==> config.mk <==
export PLATFORM = sky130hd
export DESIGN_NAME = alu_share_arb_flat
export DESIGN_NICKNAME = d
export VERILOG_FILES = /design/src/rtl/alu_share_arb_if.sv /design/src/rtl/alu_share_arb.sv /design/src/flat_wrapper.sv
export SDC_FILE = /design/constraint.sdc
export NUM_CORES = 1
export LEC_CHECK = 0
export CAP_MARGIN = 25
export CELL_PAD_IN_SITES_DETAIL_PLACEMENT = 1
export CELL_PAD_IN_SITES_GLOBAL_PLACEMENT = 1
export CORE_AREA = 2 2 180 182
export DETAILED_ROUTE_END_ITERATION = 8
export DIE_AREA = 0 0 182 184
export GPL_ROUTABILITY_DRIVEN = 0
export PLACE_DENSITY = 0.79
export SLEW_MARGIN = 40
export SYNTH_ARGS = -nofsm -noshare
export SYNTH_HDL_FRONTEND = slang
export SYNTH_SLANG_ARGS = --single-unit
==> constraint.sdc <==
create_clock -name clk -period 5.85 [get_ports clk]
set_input_delay 1.755 -clock clk [delete_from_list [all_inputs] [get_ports clk]]
set_output_delay 1.755 -clock clk [all_outputs]
set_load 0.01 [all_outputs]
==> src/rtl/alu_share_arb_if.sv <==
// Request/response bundle between the requesters and the shared-ALU arbiter.
// Requester i occupies bit i of the valid/ready vectors and slice i of the packed buses.
interface alu_share_arb_if #(
    parameter int XLEN    = 32,
    parameter int ALUOP_W = 4,
    parameter int NREQ    = 2
);
    localparam int IDW = (NREQ > 1) ? $clog2(NREQ) : 1;

    logic [NREQ-1:0]         req_valid;
    logic [NREQ-1:0]         req_ready;
    logic [NREQ*ALUOP_W-1:0] req_opcode;
    logic [NREQ*XLEN-1:0]    req_src1;
    logic [NREQ*XLEN-1:0]    req_src2;
    logic                    rsp_valid;
    logic                    rsp_ready;
    logic [IDW-1:0]          rsp_id;
    logic [XLEN-1:0]         rsp_result;

    modport master (
        output req_valid,
        output req_opcode,
        output req_src1,
        output req_src2,
        output rsp_ready,
        input  req_ready,
        input  rsp_valid,
        input  rsp_id,
        input  rsp_result
    );

    modport slave (
        input  req_valid,
        input  req_opcode,
        input  req_src1,
        input  req_src2,
        input  rsp_ready,
        output req_ready,
        output rsp_valid,
        output rsp_id,
        output rsp_result
    );
endinterface

==> src/rtl/alu_share_arb.sv <==
// Round-robin arbitration of NREQ requesters onto one shared combinational ALU,
// with a single registered response slot that drains under valid/ready backpressure.
module alu_share_arb #(
    parameter int XLEN    = 32,
    parameter int ALUOP_W = 4,
    parameter int NREQ    = 2
) (
    input logic            clk,
    input logic            rst_b,
    alu_share_arb_if.slave bus
);
    localparam int IDW  = (NREQ > 1) ? $clog2(NREQ) : 1;
    localparam int IDW1 = IDW + 1;
    localparam int SHW  = $clog2(XLEN);

    logic [IDW-1:0]     r_rr_ptr;
    logic               r_out_valid;
    logic [IDW-1:0]     r_out_id;
    logic [XLEN-1:0]    r_out_result;

    logic               w_gnt_found;
    logic [IDW-1:0]     w_gnt_idx;
    logic [IDW1-1:0]    w_sum;
    logic [IDW-1:0]     w_scan;
    logic [IDW-1:0]     w_ptr_next;
    logic               w_can_accept;
    logic               w_accept;
    logic [ALUOP_W-1:0] w_op;
    logic [XLEN-1:0]    w_src1;
    logic [XLEN-1:0]    w_src2;
    logic [SHW-1:0]     w_shamt;
    logic [XLEN-1:0]    w_alu_result;

    // Scan starting at the pointer; the extra sum bit lets non-power-of-two NREQ wrap correctly.
    always_comb begin
        w_gnt_found = 1'b0;
        w_gnt_idx   = '0;
        w_sum       = '0;
        w_scan      = '0;
        for (int k = 0; k < NREQ; k++) begin
            w_sum = {1'b0, r_rr_ptr} + IDW1'(k);
            if (w_sum >= IDW1'(NREQ)) begin
                w_sum = w_sum - IDW1'(NREQ);
            end
            w_scan = w_sum[IDW-1:0];
            if (!w_gnt_found && bus.req_valid[w_scan]) begin
                w_gnt_found = 1'b1;
                w_gnt_idx   = w_scan;
            end
        end
    end

    always_comb begin
        w_can_accept = !r_out_valid || bus.rsp_ready;
        w_accept     = w_gnt_found && w_can_accept && rst_b;
        w_ptr_next   = (int'(w_gnt_idx) == NREQ - 1) ? '0 : w_gnt_idx + 1'b1;
        bus.req_ready = '0;
        for (int i = 0; i < NREQ; i++) begin
            bus.req_ready[i] = w_accept && (w_gnt_idx == IDW'(i));
        end
    end

    always_comb begin
        w_op   = '0;
        w_src1 = '0;
        w_src2 = '0;
        for (int i = 0; i < NREQ; i++) begin
            if (w_gnt_idx == IDW'(i)) begin
                w_op   = bus.req_opcode[i*ALUOP_W +: ALUOP_W];
                w_src1 = bus.req_src1[i*XLEN +: XLEN];
                w_src2 = bus.req_src2[i*XLEN +: XLEN];
            end
        end
    end

    // RV32I-style ALU: op[2:0] is funct3, op[3] selects SUB / SRA.
    always_comb begin
        w_shamt      = w_src2[SHW-1:0];
        w_alu_result = '0;
        case (w_op[2:0])
            3'b000:  w_alu_result = w_op[3] ? (w_src1 - w_src2) : (w_src1 + w_src2);
            3'b001:  w_alu_result = w_src1 << w_shamt;
            3'b010:  w_alu_result = {{(XLEN-1){1'b0}}, ($signed(w_src1) < $signed(w_src2))};
            3'b011:  w_alu_result = {{(XLEN-1){1'b0}}, (w_src1 < w_src2)};
            3'b100:  w_alu_result = w_src1 ^ w_src2;
            3'b101:  w_alu_result = w_op[3] ? XLEN'($signed(w_src1) >>> w_shamt)
                                            : (w_src1 >> w_shamt);
            3'b110:  w_alu_result = w_src1 | w_src2;
            3'b111:  w_alu_result = w_src1 & w_src2;
            default: w_alu_result = '0;
        endcase
    end

    // A new accept overwrites the slot even while it drains, so throughput stays one per cycle.
    always_ff @(posedge clk or negedge rst_b) begin
        if (!rst_b) begin
            r_rr_ptr     <= '0;
            r_out_valid  <= 1'b0;
            r_out_id     <= '0;
            r_out_result <= '0;
        end else begin
            if (w_accept) begin
                r_out_valid  <= 1'b1;
                r_out_id     <= w_gnt_idx;
                r_out_result <= w_alu_result;
                r_rr_ptr     <= w_ptr_next;
            end else if (bus.rsp_ready) begin
                r_out_valid  <= 1'b0;
            end
        end
    end

    assign bus.rsp_valid  = r_out_valid;
    assign bus.rsp_id     = r_out_id;
    assign bus.rsp_result = r_out_result;

    a_ready_onehot: assert property (@(posedge clk) disable iff (!rst_b)
        $onehot0(bus.req_ready));

    a_stall_holds: assert property (@(posedge clk) disable iff (!rst_b)
        (bus.rsp_valid && !bus.rsp_ready) |=>
            (bus.rsp_valid && $stable(bus.rsp_result) && $stable(bus.rsp_id)));
endmodule

==> src/flat_wrapper.sv <==
// flat-port wrapper written by rule: the top's interface ports become plain ports
module alu_share_arb_flat 
#(
    parameter int XLEN    = 32,
    parameter int ALUOP_W = 4,
    parameter int NREQ    = 2
)
  (clk, rst_b, bus_req_valid, bus_req_opcode, bus_req_src1, bus_req_src2, bus_rsp_ready, bus_req_ready, bus_rsp_valid, bus_rsp_id, bus_rsp_result);
  alu_share_arb_if #(.XLEN(XLEN), .ALUOP_W(ALUOP_W), .NREQ(NREQ)) bus_i ();
  input logic clk;
  input logic rst_b;
  input wire logic [$bits(bus_i.req_valid)-1:0] bus_req_valid;
  input wire logic [$bits(bus_i.req_opcode)-1:0] bus_req_opcode;
  input wire logic [$bits(bus_i.req_src1)-1:0] bus_req_src1;
  input wire logic [$bits(bus_i.req_src2)-1:0] bus_req_src2;
  input wire logic [$bits(bus_i.rsp_ready)-1:0] bus_rsp_ready;
  output wire logic [$bits(bus_i.req_ready)-1:0] bus_req_ready;
  output wire logic [$bits(bus_i.rsp_valid)-1:0] bus_rsp_valid;
  output wire logic [$bits(bus_i.rsp_id)-1:0] bus_rsp_id;
  output wire logic [$bits(bus_i.rsp_result)-1:0] bus_rsp_result;
  assign bus_i.req_valid = bus_req_valid;
  assign bus_i.req_opcode = bus_req_opcode;
  assign bus_i.req_src1 = bus_req_src1;
  assign bus_i.req_src2 = bus_req_src2;
  assign bus_i.rsp_ready = bus_rsp_ready;
  assign bus_req_ready = bus_i.req_ready;
  assign bus_rsp_valid = bus_i.rsp_valid;
  assign bus_rsp_id = bus_i.rsp_id;
  assign bus_rsp_result = bus_i.rsp_result;
  alu_share_arb #(.XLEN(XLEN), .ALUOP_W(ALUOP_W), .NREQ(NREQ)) u_core (.clk(clk), .rst_b(rst_b), .bus(bus_i));
endmodule
=== Word level (Yosys, flattened, before mapping) ===
Cells that the tools add are included.

* Register bits: 35
* Output and inout bits: 36

* Shift-type cells: 3
* Reductions and logical operators: 10
* Magnitude comparators: 6
* Bitwise logic cells: 4
* $add $sub $neg: 6
* Equality and inequality tests: 7
* Muxes and demuxes: 19

{| class="wikitable"
|+ Operators by type and width
! kind !! number
|-
| $pmux W32 S8 || 1
|-
| $mux W32 || 4
|-
| $lt A32 B32 Y1 || 2
|-
| $add A32 B32 Y32 || 1
|-
| $and A32 B32 Y32 || 1
|-
| $or A32 B32 Y32 || 1
|-
| $shl A32 B5 Y32 || 1
|-
| $shr A32 B5 Y32 || 1
|-
| $sshr A32 B5 Y32 || 1
|-
| $sub A32 B32 Y32 || 1
|-
| $xor A32 B32 Y32 || 1
|-
| $mux W1 || 13
|-
| $eq A3 B3 Y1 const B || 4
|-
| $eq A3 B2 Y1 const B || 2
|-
| $logic_and A1 B1 Y1 || 5
|-
| $lt A1 B2 Y1 const B || 2
|-
| $mux W4 || 1
|-
| $eq A3 B1 Y1 const B || 1
|-
| $logic_not A3 Y1 || 1
|-
| $add A1 B1 Y2 const B || 1
|-
| $ge A1 B2 Y1 const B || 1
|-
| $ge A2 B2 Y1 const B || 1
|-
| $logic_not A1 Y1 || 2
|-
| $reduce_bool A2 Y1 || 1
|-
| other kinds (4) || 5
|}

=== Depth between registers and ports, before layout ===
Gate-level depths: netlist (run 1).

* Depth in word-level cells: 12
* Gate-level depth with buffers: 22
* Gate-level depth less buffers: 16

=== Worst setup path before layout (run 1) ===
OpenSTA, ideal clock, no wires.

* Path type: input port to flip-flop
* Start point: in bus_req_valid[0]
* End point: reg u_core.r_out_result[26], in the netlist u_core.bus.rsp_result[26]
* Stages: 22
* Slack: 0.017 ns
* Data arrival time: 5.707 ns
* Path buffers: 6
* Data required time: 5.724 ns
* Setup time: 0.126 ns
* Cell sequence: and2b_4 -> nor2_4 -> buf_6 -> buf_2 -> buf_2 -> buf_2 -> buf_1 -> clkbuf_1 -> nand2_1 -> nand2_1 -> inv_1 -> ha_1 -> fa_1 -> nor2b_1 -> o2111ai_1 -> a21oi_1 -> o21ai_1 -> a211oi_1 -> o21ai_0 -> a21oi_1 -> nor4_1 -> o32a_1

* Longest elaborated chain between the ends: 10

{| class="wikitable"
|+ Ends and longest elaborated chain
! element !! RTL line !! RTL
|-
| from (decl) || flat_wrapper.sv:12 || <nowiki>input wire logic [$bits(bus_i.req_valid)-1:0] bus_req_valid;</nowiki>
|-
| $mux W1 (not written as such) (2 in series) || alu_share_arb.sv:46 || <nowiki>if (!w_gnt_found && bus.req_valid[w_scan]) begin</nowiki>
|-
| $mux W1 || alu_share_arb.sv:46 ||
|-
| $logic_not A1 Y1 || alu_share_arb.sv:46 ||
|-
| $logic_and A1 B1 Y1 || alu_share_arb.sv:46 ||
|-
| $mux W1 || alu_share_arb.sv:46 ||
|-
| $mux W32 || alu_share_arb.sv:68 || <nowiki>if (w_gnt_idx == IDW'(i)) begin</nowiki>
|-
| $add A32 B32 Y32, or another cell as far along || alu_share_arb.sv:81 || <nowiki>3'b000: w_alu_result = w_op[3] ? (w_src1 - w_src2) : (w_src1 + w_src2);</nowiki>
|-
| $mux W32 (on tied branches) || alu_share_arb.sv:81, alu_share_arb.sv:86 ||
|-
| $pmux W32 S8 || alu_share_arb.sv:80 || <nowiki>case (w_op[2:0])</nowiki>
|-
| to (signal assigned) || alu_share_arb.sv:105 || <nowiki>r_out_result <= w_alu_result;</nowiki>
|-
| to (decl) || alu_share_arb.sv:19 || <nowiki>logic [XLEN-1:0] r_out_result;</nowiki>
|}

Several ways; a longest one is shown, not always the timed one. The select of a mux whose other input is x is not followed.
A chain may end at the register's enable or synchronous reset.

=== Final worst setup path (run 1) ===
* Start point: in bus_req_valid[0]
* End point: reg u_core.r_out_result[0], in the netlist u_core.bus.rsp_result[0]

Same word-level chain as after synthesis.

==> results of run 1 <==
## cell usage after synthesis (12+ instances only)
master,n,area (um^2)
a22oi_1,12,90.1
a211oi_1,45,338
a31oi_1,36,225
a211o_1,14,123
nand3_1,68,340
clkbuf_1,47,176
nor2b_1,19,119
nand2b_1,21,131
a311oi_1,12,105
nor4_1,15,93.8
mux2i_1,114,1140
a221oi_1,20,175
o21ai_0,99,495
buf_1,13,48.8
nand2_1,296,1110
nor3_1,45,225
and3_1,19,119
dfrtp_1,35,876
xnor2_1,13,114
nor2_1,139,522
inv_1,89,334
buf_2,61,305
a21o_1,17,128
buf_6,13,146
buf_4,14,105
o211ai_1,55,413
a21oi_1,130,651
nand4_1,27,169
or3_1,13,81.3
mux2_2,49,552
o22ai_1,15,93.8
ha_1,97,1210
## worst max-delay path, stage by stage
cell and delay [ps]:
clkdlybuf4s50_1 440, and2b_4 220, nor2_4 160, buf_4 210, nand2_1 80, nand2_1 80, inv_1 60, ha_1 240
fa_1 470, nor2b_1 190, o2111ai_1 160, a21oi_1 280, o21ai_1 200, a211oi_1 290, buf_4 170, o21ai_0 140
a31oi_1 310, a2bb2oi_2 310, o22ai_1 130
## cell families after synthesis
family,after synthesis
buffers and inverters,245
AND/OR/NAND/NOR,700
adder cells (fa/ha/maj),99
AO/OA/AOI/OAI,606
XOR/XNOR,18
flip-flops,35
multiplexers,171
## metal layers
metal	part of all wire	GRT usage	routed length, um	vias to the layer above
met5	0	0	0	-
met4	0.078	0.254	5290	0
met3	0.12	0.113	7820	301
met2	0.43	0.613	29000	1121
met1	0.38	0.475	25500	8216
li1	-	-	-	7324
## per-stage QoR
| stage | cell area (um^2) | setup slack [ps] | hold WS [ps] |
|---|---|---|---|
| 4_1_cts | 15600 | 214 | 489 |
| 3_5_place_dp | 15500 | -112 | 474 |
| 6_report | 15700 | 133 | 483 |
| 5_1_grt | 15700 | 42.9 | 515 |
| 2_1_floorplan | 12700 | 16.8 | 502 |
| 3_3_place_gp | 15500 | -32.3 | 462 |
## registers in the layout (all words and copies together) (netlist names)
name	flops
u_core.bus.rsp_id	1
u_core.bus.rsp_valid	1
u_core.bus.rsp_result	32
u_core.r_rr_ptr	1
## power by group
part	switching [uW]	internal, uW
Sequential	56.6	305
Clock	145	182
Combinational	1560	996
Total	1760	1480
## worst paths after layout
| check | startpoint | endpoint | slack [ps] | depth (start not counted) |
|---|---|---|---|---|
| max reg2reg | u_core.r_rr_ptr | u_core.bus.rsp_result[0] | 1630 | 18 |
| min in group asynchronous | rst_b | u_core.r_rr_ptr | 1540 | 2 |
| max | bus_req_valid[0] | u_core.bus.rsp_result[0] | 130 | 19 |
| min | u_core.bus.rsp_id | u_core.bus.rsp_id | 480 | 1 |
| max in group asynchronous | rst_b | u_core.bus.rsp_result[11] | 3880 | 2 |
| min reg2reg | u_core.bus.rsp_id | u_core.bus.rsp_id | 480 | 1 |
## area by class of cell
| cell class | instances | share of cell area |
|---|---|---|
| well taps | 402 | 0.0321 |
| repair buffers | 326 | 0.190 |
| multi-input cells | 1594 | 0.688 |
| clock inverters | 1 | 0.000479 |
| clock buffers | 7 | 0.00975 |
| inverters | 96 | 0.0230 |
| flip-flops and latches | 35 | 0.0559 |
==> results.md, run 1 <==
- Vias in the first global route: 17000
- Syn Inst Count: around 1900
- Combinational family with the most area after synthesis: compound AO/OA/AOI/OAI gates
- Syn Nets: ~2100
- Power per cell area: slightly above 200 mW/mm^2
- Tot Pwr: ~3200 uW
- Outcome: completed
- Fillers: a little over 4000
- Hold Crit Class: flop to flop
- Worst vdd ir: approximately 0.13 mV
- GRT overflow: 0
- CP Max Fanout: 11
- Primary FF master, synth: dfrtp_1
- CTS Buf Count: 5
- Initial antenna violation count: 0
- Data required, critical path: 6040 ps
- Fin cells: roughly 2500
- Row count: 65
- DR iter-0 viols: about 2100
- Syn Std Cell Area: ~0.013 mm^2
- Register area share after synthesis: 0.0688
- Worst slew margin: 0.438
- #FFs+latches synth: 35
- Commonest non-fill, non-tap cell in the layout: nand2_1
- Mux cell area share after synthesis: 0.145
- Clock buffer depth: 2
- DP Cell Count: 2453
- Final Skew: 5.89 ps
- Die width: about 180 um
- CTS tree: done
- Boundary Pins: approximately 180
- Max cap viols: 0
- Worst endpoint data arrival time: a little under 6000 ps
- Number of port buffers: ~180
- Nets: 2298
- Htree depth: 2
- Share of layout cells above drive strength 1: 0.131
- Final Hold Fails: 0
- Synth Area in Compound Gates: 0.332
- Antenna cells: 0
- Max frequency: between 150 and 200 MHz
- PostCTS Resize Cnt: 0
- Setup bufs post-CTS: 0
- Clk pin slew, worst setup/hold paths: approximately 70 ps
- Worst-Skew Late Latency: 310 ps
- Leak: ~0.0067 uW
- Most frequent cells in the layout: 296 x nand2_1, 172 x clkdlybuf4s50_1, 142 x buf_4
- Layout area overhead: 23.0%
- Clock root cell: clkbuf_16
- Height of the die: approximately 180 um
- Yosys warns: 0
- Final critical-path share of the clock period: 0.977
- Total die area: about 0.033 mm^2
- RSZ-0062 raised after global routing: false
- Detailed Route WL: 67600 um
- Vias per Instance: about 6.9
- Dpl hpwl: between 50000 and 60000 um
- Register area: 876 um^2
- Util after Layout: 0.499
- Startpoint types: primary input
- Via count: 17000
- CTS sink count: 35
- CTS Hold Bufs: 0
- Ys async rst share: 1.00
- Largest net degree at the start of global routing: 70
- Tmin final: 5720 ps
- Core ar.: roughly 0.031 mm^2
- First-pass GRT wire length: slightly above 100000 um
- Routed Antenna Nets: 0
- Tot GR Track Use: 0.394
- Final slew viol count: 0
- CP Capture Type: flop
- Setup violations, final: 0
- Multi-input gate area: between 0.01 and 0.015 mm^2
- Initial Util: 0.406
- Post-synth EDFFs: 0
- Xor-xnor portion of the synthesized cell area: 0.0124
- Detailed Routing Iterations Pass 1: 6
- Unique masters post-synth: 99
- Worst-Margin Slew: roughly 840 ps
- Residual DRC: 0
- Post-synthesis average cell area: about 6.8 um^2
- Post-synthesis adder-cell area fraction: 0.0985
- Simple-gate area share of the yosys netlist: 0.253
- Critical setup path kind: primary input to flop
- Post-route setup TNS: 0 ps
- Wire per inst: 27.5 um
Power figures use the tool's default switching activity.
==> inputs of run 2 (changes only) <==
--- a/config.mk
+++ b/config.mk
@@ -5,6 +5,7 @@
 export SDC_FILE = /design/constraint.sdc
 export NUM_CORES = 1
 export LEC_CHECK = 0
+export ABC_CLOCK_PERIOD_IN_PS = 5850
 export CAP_MARGIN = 25
 export CELL_PAD_IN_SITES_DETAIL_PLACEMENT = 1
 export CELL_PAD_IN_SITES_GLOBAL_PLACEMENT = 1
==> results of run 2 <==
The final DEF is identical to that of run 1; final timing and power are the same.
